## config.mk

```make
export PLATFORM = sky130hd
export DESIGN_NAME = y86_fetch_unit
export DESIGN_NICKNAME = d
export VERILOG_FILES = /design/src/rtl/y86_pkg.sv /design/src/rtl/y86_ilen_decode.sv /design/src/rtl/y86_fetch_unit.sv
export SDC_FILE = /design/constraint.sdc
export NUM_CORES = 1
export LEC_CHECK = 0
export CORE_MARGIN = 2
export CORE_UTILIZATION = 45
export DETAILED_ROUTE_END_ITERATION = 12
export PLACE_DENSITY = 0.78
export SLEW_MARGIN = 10
export SYNTH_ARGS = -nofsm -noshare
export SYNTH_HDL_FRONTEND = slang
export SYNTH_SLANG_ARGS = --single-unit
```

## constraint.sdc

```tcl
create_clock -name clk -period 5.15 [get_ports clk]
set_input_delay 0.7725 -clock clk [delete_from_list [all_inputs] [get_ports clk]]
set_output_delay 0.7725 -clock clk [all_outputs]
set_load 0.02 [all_outputs]
```

## src/rtl/y86_pkg.sv

```systemverilog
// Shared Y86-64 fetch definitions.
// Instruction codes, status codes and fetch FSM states.
package y86_pkg;

  localparam logic [3:0] I_HALT   = 4'h0;
  localparam logic [3:0] I_NOP    = 4'h1;
  localparam logic [3:0] I_RRMOVQ = 4'h2;
  localparam logic [3:0] I_IRMOVQ = 4'h3;
  localparam logic [3:0] I_RMMOVQ = 4'h4;
  localparam logic [3:0] I_MRMOVQ = 4'h5;
  localparam logic [3:0] I_OPQ    = 4'h6;
  localparam logic [3:0] I_JXX    = 4'h7;
  localparam logic [3:0] I_CALL   = 4'h8;
  localparam logic [3:0] I_RET    = 4'h9;
  localparam logic [3:0] I_PUSHQ  = 4'hA;
  localparam logic [3:0] I_POPQ   = 4'hB;

  localparam logic [2:0] S_AOK = 3'd1;
  localparam logic [2:0] S_HLT = 3'd2;
  localparam logic [2:0] S_ADR = 3'd3;
  localparam logic [2:0] S_INS = 3'd4;

  localparam logic [3:0] REG_NONE = 4'hF;

  typedef enum logic [1:0] {
    ST_FETCH,
    ST_OUT,
    ST_WAIT_PC,
    ST_HALTED
  } fetch_state_e;

endpackage

```

## src/rtl/y86_ilen_decode.sv

```systemverilog
// Y86-64 instruction class decode from icode.
// Gives byte length and which optional fields follow byte 0.
module y86_ilen_decode
  import y86_pkg::*;
(
  input  logic [3:0] icode_i,
  output logic [3:0] len_o,
  output logic       need_regids_o,
  output logic       need_valc_o,
  output logic       invalid_o
);

  always_comb begin
    len_o         = 4'd1;
    need_regids_o = 1'b0;
    need_valc_o   = 1'b0;
    invalid_o     = 1'b0;
    unique case (icode_i)
      I_HALT, I_NOP, I_RET: begin
        len_o = 4'd1;
      end
      I_RRMOVQ, I_OPQ, I_PUSHQ, I_POPQ: begin
        len_o         = 4'd2;
        need_regids_o = 1'b1;
      end
      I_IRMOVQ, I_RMMOVQ, I_MRMOVQ: begin
        len_o         = 4'd10;
        need_regids_o = 1'b1;
        need_valc_o   = 1'b1;
      end
      I_JXX, I_CALL: begin
        len_o       = 4'd9;
        need_valc_o = 1'b1;
      end
      default: begin
        invalid_o = 1'b1;
      end
    endcase
  end

endmodule

```

## src/rtl/y86_fetch_unit.sv

```systemverilog
// Y86-64 sequential fetch stage.
// Byte-serial instruction fetch with valid/ready field output.
module y86_fetch_unit
  import y86_pkg::*;
#(
  parameter int unsigned        ADDR_W   = 64,
  parameter logic [ADDR_W-1:0] RESET_PC = '0
) (
  input  logic              clk,
  input  logic              rst_n,
  input  logic              pc_valid,
  input  logic [ADDR_W-1:0] pc_in,
  output logic              mem_req,
  output logic [ADDR_W-1:0] mem_addr,
  input  logic [7:0]        mem_rdata,
  input  logic              mem_ack,
  input  logic              mem_err,
  output logic              out_valid,
  input  logic              out_ready,
  output logic [3:0]        icode,
  output logic [3:0]        ifun,
  output logic [3:0]        rA,
  output logic [3:0]        rB,
  output logic [63:0]       valC,
  output logic [ADDR_W-1:0] valP,
  output logic [2:0]        stat,
  output logic [ADDR_W-1:0] pc
);

  fetch_state_e      state_q, state_d;
  logic [ADDR_W-1:0] pc_q, pc_d;
  logic [ADDR_W-1:0] valp_q, valp_d;
  logic [3:0]        idx_q, idx_d;
  logic [3:0]        icode_q, icode_d;
  logic [3:0]        ifun_q, ifun_d;
  logic [7:0]        regb_q, regb_d;
  logic [63:0]       valc_q, valc_d;
  logic [2:0]        stat_q, stat_d;
  logic              req_q, req_d;

  logic       first_byte;
  logic [3:0] dec_icode;
  logic [3:0] dec_len;
  logic       dec_regids;
  logic       dec_valc;
  logic       dec_inv;
  logic [2:0] vsel;

  // Byte 0 is decoded straight off the bus so its own ack can end the fetch.
  assign first_byte = (state_q == ST_FETCH) && (idx_q == 4'd0);
  assign dec_icode  = first_byte ? mem_rdata[7:4] : icode_q;
  assign vsel       = 3'(idx_q - (dec_regids ? 4'd2 : 4'd1));

  y86_ilen_decode u_dec (
    .icode_i       (dec_icode),
    .len_o         (dec_len),
    .need_regids_o (dec_regids),
    .need_valc_o   (dec_valc),
    .invalid_o     (dec_inv)
  );

  always_comb begin
    state_d = state_q;
    pc_d    = pc_q;
    valp_d  = valp_q;
    idx_d   = idx_q;
    icode_d = icode_q;
    ifun_d  = ifun_q;
    regb_d  = regb_q;
    valc_d  = valc_q;
    stat_d  = stat_q;
    unique case (state_q)
      ST_FETCH: begin
        if (req_q && mem_ack) begin
          if (mem_err) begin
            stat_d  = S_ADR;
            valp_d  = pc_q + ADDR_W'(first_byte ? 4'd1 : dec_len);
            state_d = ST_OUT;
          end else begin
            idx_d = idx_q + 4'd1;
            if (first_byte) begin
              icode_d = mem_rdata[7:4];
              ifun_d  = mem_rdata[3:0];
            end else if (dec_regids && idx_q == 4'd1) begin
              regb_d = mem_rdata;
            end else if (dec_valc) begin
              valc_d[{vsel, 3'b000} +: 8] = mem_rdata;
            end
            if (idx_q == dec_len - 4'd1) begin
              state_d = ST_OUT;
              valp_d  = pc_q + ADDR_W'(dec_len);
              stat_d  = dec_inv ? S_INS :
                        (dec_icode == I_HALT) ? S_HLT : S_AOK;
            end
          end
        end
      end
      ST_OUT: begin
        if (out_ready) begin
          state_d = (stat_q == S_AOK) ? ST_WAIT_PC : ST_HALTED;
        end
      end
      ST_WAIT_PC: begin
        if (pc_valid) begin
          pc_d    = pc_in;
          idx_d   = 4'd0;
          icode_d = 4'd0;
          ifun_d  = 4'd0;
          regb_d  = 8'hFF;
          valc_d  = '0;
          state_d = ST_FETCH;
        end
      end
      ST_HALTED: begin
        state_d = ST_HALTED;
      end
    endcase
    req_d = (state_d == ST_FETCH);
  end

  always_ff @(posedge clk) begin
    if (!rst_n) begin
      state_q <= ST_FETCH;
      pc_q    <= RESET_PC;
      valp_q  <= '0;
      idx_q   <= 4'd0;
      icode_q <= 4'd0;
      ifun_q  <= 4'd0;
      regb_q  <= 8'hFF;
      valc_q  <= '0;
      stat_q  <= S_AOK;
      req_q   <= 1'b0;
    end else begin
      state_q <= state_d;
      pc_q    <= pc_d;
      valp_q  <= valp_d;
      idx_q   <= idx_d;
      icode_q <= icode_d;
      ifun_q  <= ifun_d;
      regb_q  <= regb_d;
      valc_q  <= valc_d;
      stat_q  <= stat_d;
      req_q   <= req_d;
    end
  end

  assign mem_req   = req_q;
  assign mem_addr  = pc_q + ADDR_W'(idx_q);
  assign out_valid = (state_q == ST_OUT);
  assign icode     = icode_q;
  assign ifun      = ifun_q;
  assign rA        = dec_regids ? regb_q[7:4] : REG_NONE;
  assign rB        = dec_regids ? regb_q[3:0] : REG_NONE;
  assign valC      = valc_q;
  assign valP      = valp_q;
  assign stat      = stat_q;
  assign pc        = pc_q;

endmodule

```

After elaboration in Yosys (flattened, before gate mapping)
Index checks and enable logic that the tools add are counted.
{ "word_totals": {"reg_bits": 218, "input_bits": 78, "output_inout_bits": 277, "wordCells": 111} }
{ "classes": {"addsub": 7, "n_eq_ne": 25, "shift": 2, "n_mux": 46, "reduce_logical": 21} }
{ "ops": {"columns": ["cell", "count"], "rows": [
  ["two-way mux 64 bit", 8],
  ["adder 64 x 4 -> 64 bit", 3],
  ["one-hot mux 64 bit (2 select lines)", 1],
  ["bitwise mux 64 bit", 1],
  ["variable shift 8 x 8 -> 64 bit (first input constant)", 1],
  ["indexed part select 8 x 8 -> 64 bit", 1],
  ["two-way mux 4 bit", 12],
  ["two-way mux 8 bit", 5],
  ["one-hot mux 4 bit (2 select lines)", 3],
  ["equality test 4 x 3 -> 1 bit (second input constant)", 4],
  ["equality test 4 bit (second input constant)", 4],
  ["one-hot mux 8 bit (2 select lines)", 1],
  ["two-way mux 2 bit", 7],
  ["inequality test 2 bit (second input constant)", 6],
  ["one-hot mux 4 bit (3 select lines)", 1],
  ["OR reduction 12 bit", 1],
  ["two-way mux 3 bit", 3],
  ["equality test 4 x 1 -> 1 bit (second input constant)", 2],
  ["equality test 4 x 2 -> 1 bit (second input constant)", 2],
  ["zero test 4 bit", 2],
  ["negation 6 -> 8 bit", 1],
  ["one-hot mux 2 bit (4 select lines)", 1],
  ["AND reduction 7 bit", 1],
  ["OR reduction 7 bit", 1],
  ["21 further kinds", 29]
]} }

Longest topological paths before layout
{ "depth": {"ltp_word": 17, "ltp_mapped": 17, "ltp_nobuf": 15} }

Cells and area by module
Synthesis repeated with hierarchy kept, for this count alone.
{ "unflattened": {"hier_cells": 1376, "hier_area_um2": 11163.2} }
{ "modules_own_cells": {"columns": ["mod", "n_inst", "cells_per_inst", "area_per_inst_um2", "seq_area_each_um2"], "rows": [
  ["y86_fetch_unit", 1, 1363, 11058.1, 4364.2],
  ["y86_ilen_decode", 1, 13, 105.1, 0.0]
]} }

Worst setup path after synthesis
OpenSTA, ideal clock, no wires.
{ "synth_timing": {"path_kind": "input to register", "startpoint": "in mem_rdata[5]", "endpoint": "reg valp_q[32] (netlist: valP[32])", "setup_time_ps": 72, "t_arrival_ps": 4414, "required_ps": 5078, "setup_slack_ps": 665, "stages": 13, "n_path_buf": 2, "cell_sequence": "clkbuf_1 a21oi_1 mux2i_1 mux2i_1 clkbuf_1 o21ai_0 fa_1 nand3b_1 a2111oi_4 nand4_1 or4_1 a21o_1 mux2i_1"} }
{ "synth_between": {"elab_chain_cells": 8, "elab_cells_between_ends": 23, "classes_between": "3 x add/sub; 10 x eq/ne; 5 x mux; 5 x reduce/logical"} }
{ "synth_rtl": {"columns": ["element", "line_no", "source"], "rows": [
  ["start, declared", "y86_fetch_unit.sv:15", "input logic [7:0] mem_rdata,"],
  ["two-way mux 4 bit (*)", null, null],
  ["equality test 4 x 2 -> 1 bit, or another cell as far along", "y86_ilen_decode.sv:18", "unique case (icode_i)"],
  ["OR reduction 4 bit, or another cell as far along", null, null],
  ["one-hot mux 4 bit (3 select lines) (*)", "y86_ilen_decode.sv:18", null],
  ["parallel branches: the longest is 4 deep, another holds adder 64 x 4 -> 64 bit", null, null],
  ["end signal, assigned", "y86_fetch_unit.sv:136", "valp_q <= valp_d;"],
  ["end, declared", "y86_fetch_unit.sv:32", "logic [ADDR_W-1:0] valp_q, valp_d;"]
]} }
Mark *: on every way between the ends. The select of a mux whose other input is x is not followed.
A chain may end at the register's enable or synchronous reset.

Worst setup path in the final report
{ "layout_timing": {"startpoint": "reg idx_q[0]", "endpoint": "out mem_addr[58]"} }
{ "layout_between": {"elab_chain_cells": 1} }
{ "layout_rtl": {"columns": ["element", "line_no", "source"], "rows": [
  ["start, declared", "y86_fetch_unit.sv:33", "logic [3:0] idx_q, idx_d;"],
  ["start signal, assigned", "y86_fetch_unit.sv:137", "idx_q <= idx_d;"],
  ["adder 64 x 4 -> 64 bit", "y86_fetch_unit.sv:148", "assign mem_addr = pc_q + ADDR_W'(idx_q);"],
  ["end, declared", "y86_fetch_unit.sv:14", "output logic [ADDR_W-1:0] mem_addr,"]
]} }
No other way between the ends.

==> out/metrics.cfg <==
[worst_setup_path]
startpoint=idx_q[0]
cp.arrival_ps=4160
crit_buf_inv=2
cp.required_ps=4380
crit_chain=ha_1, inv_1, fa_1, nor2b_1, o21ai_0, a2111oi_2, nand3_1, or2_2, xnor2_1, clkdlybuf4s50_1
r2r_start=idx_q[3]
reg2reg_depth=13
start_kind=flop
crit_type=reg2out
r2r_setup_slack_ps=650
cpLargestDelayFamily=simple AND/OR/NAND/NOR gates
cp_slowest_cell=clkdlybuf4s50_1
crit_cells=10
crit_end=mem_addr[58]
timing.rr.end=valC[22]
slowest_delay_ps=670
crit_fanout=6
crit_path_end_kind=primary output

[synthesis]
synth_cell_type_count=61
synth_cells=1455
synthAdderAreaFrac=0.0207
synth-edff-count=0
synth-async-reset-ratio=0
synthSimpleGateAreaFrac=0.261
ys_ff_latch=218
ys.flop_type=dfxtp_1
ys_warn_count=0
syn-num-nets=1550
syn_area_um2=11300
yosysSeqAreaShare=0.385
synth_compound_gate_area_share=0.137
synthXorXnorAreaFrac=0.0803
muxShareOfSynthArea=0.0600
avgSynthCellArea_um2=7.80
synth_top_family_by_area=simple AND/OR/NAND/NOR gates

[routing]
drc=0
ant_nets=0
vias_per_cell=5.72
drt_iter0_markers=1179
dr.pass1.iters=7
wl_per_cell_um=19.5
num_vias=11900
routed_wl_um=40600

[timing]
fmax_mhz=203
hold_viol_final=0
finalSetupViolCount=0
slew-limit-headroom=0.309
tns_ps=0
period_minus_slack_ps=4940
worst_slew_pin_slew_ps=1040
finalCritPeriodShare=0.958
finalMaxSlewViolations=0
rsz0062_at_grt=no
fin_hold_ws_ps=454
fin_skew_ps=10.9

[final_layout]
nets=1832
fill_cells=2181
drive_gt1_frac=0.0490
area_growth_pct=39.8
fin_cells=2085
multiInputGateArea_um2=6350
register_area_um2=4360

[floorplanning]
die_w_um=163
core_area_um2=25000
fp.dieH_um=163
initial_core_util=0.454
fp-row-count=58
dieArea_um2=26500
ios=355

[grt]
grt_usage=0.294
first_global_vias=11200
use_met2=0.467
grt_busiest_layer=met2
grtUsageMet1=0.383
antenna_found_initial=1
grt_max_degree=107
grt_pass1_wl_um=62000
overflow=0
use_met3=0.0626

[placement]
dp_cells=2040
io_buffers=354
dp.final_hpwl_um=29200
gp_congestion=0.899

[cts]
cts_tree=done
clock-sinks=218
path_clk_slew_ps=60
clockBufferDepth=3
clk_latency_ps=530
cts_buffers=25
post_cts_buffers=0
cts_hold_buf=0
htreeDepth=1
cts_resized=0
clk_root_buffer_cell=clkbuf_16

[power]
power_leakage_nw=5.76
p_per_area_nw_per_um2=251
vdd_drop_max_mv=0.192

[status]
status=finished clean

[hold_path]
hold_path_class=reg2reg

[job]
max_cap_violations=0

==> layout make-up <==
cell class,count,area share
Clock buffer,32,0.0436
Multi-Input combinational cell,1079,0.401
Antenna cell,1,0.000158
Timing Repair Buffer,383,0.238
Inverter,30,0.00710
Sequential cell,218,0.275
Tap cell,330,0.0260
Clock inverter,12,0.00907
==> registers in the layout, summed over array words and instances (netlist names) <==
signal   count
stat         3
regb_q       8
valP        64
pc          64
state_q      2
icode        4
ifun         4
mem_req      1
idx_q        4
valC        64
==> tightest hold or removal path, delay by kind of cell, from the launching register on <==
kind | cells | cell delay [ps]
flip-flops | 1 | 300
AND/OR/NAND/NOR | 1 | 50
multiplexers | 1 | 50
==> per-stage QoR <==
step / worst slack [ps] / cell area, um2 / util / power [W]
6_report: 214 / 15900 / 0.635 / 0.00399
5_1_grt: 25.2 / 15900 / 0.635 / 0.00410
4_1_cts: 219 / 15900 / 0.635 / 0.00400
3_5_place_dp: 403 / 15000 / 0.602 / 0.00218
3_3_place_gp: 541 / 15000 / 0.602 / 0.00217
2_1_floorplan: 665 / 11300 / - / 0.00202
==> kinds of logic (layout without fill, tap and decap cells) <==
family	after synthesis	in the layout
adder cells (fa/ha/maj)	17	17
buffers and inverters	158	457
XOR/XNOR	104	104
AO/OA/AOI/OAI	246	246
AND/OR/NAND/NOR	644	644
other	0	1
multiplexers	68	68
flip-flops	218	218
==> per-layer routing <==
layer / share of wire / up-vias
met3: 0.095 / 131
met1: 0.40 / 5590
met4: 0.051 / 0
li1: - / 5578
met2: 0.45 / 621
met5: 0 / -
==> where the power goes <==
part           internal [W]  switching (W)
Clock               0.00109       0.000735
Sequential          0.00170      0.0000232
Combinational      0.000184       0.000247
Total               0.00298        0.00101
==> cells in the final DEF (no fill, tap or decap), drive strengths merged, types with 8 or more instances in the layout <==
cell           instances
a21oi                 86
a32o                   9
and2                   8
and3                  11
buf                   30
clkbuf                32
clkdlybuf4s50        353
dfxtp                218
ha                    14
inv                   30
mux2i                 68
nand2                342
nand2b                15
nand3                 28
nand4                 68
nor2                  64
nor3                  53
nor4                  10
o21a                  19
o21ai                 39
o22ai                 55
or3                   12
xnor2                 63
xor2                  41
==> cells in the mapped netlist, types with 3 or more instances <==
library cell	number	area, um2
nor4_1	9	56.3
ha_1	14	175
nand4_1	68	425
a211oi_1	3	22.5
a21oi_1	86	430
fa_1	3	60.1
and3_1	11	68.8
buf_2	11	55.1
xnor2_1	63	552
a31oi_1	3	18.8
a32o_1	9	90.1
nand2b_1	15	93.8
buf_1	13	48.8
or4_1	4	30.0
mux2i_1	68	681
o21a_1	19	143
and4_1	4	35.0
nor2b_1	4	25.0
a22oi_1	4	30.0
nor3_1	53	265
or3_1	12	75.1
dfxtp_1	218	4360
nor2_1	64	240
and2_1	7	43.8
nand2_1	342	1280
nor3b_1	5	37.5
o21ai_0	38	190
and3b_1	3	26.3
or2_2	4	25.0
nand3b_1	4	30.0
o22ai_1	55	344
xor2_1	41	359
buf_6	3	33.8
nand3_1	28	140
inv_1	29	109
a21o_1	6	45.0
o31a_1	5	43.8
clkbuf_1	100	375
==> how the worst min path moves through the flow <==
| stage | startpoint | endpoint | slack [ps] | cells after the start |
|---|---|---|---|---|
| 2_1_floorplan | regb_q[0] | regb_q[0] | 490 | 2 |
| 4_1_cts | valC[15] | valC[15] | 450 | 2 |
| 6_report | valP[0] | valP[0] | 450 | 2 |
| 3_3_place_gp | valC[15] | valC[15] | 440 | 2 |
| 3_5_place_dp | valC[15] | valC[15] | 440 | 2 |
| 5_1_grt | valP[5] | valP[5] | 470 | 2 |
No activity file was read; power rests on OpenSTA's default activity.
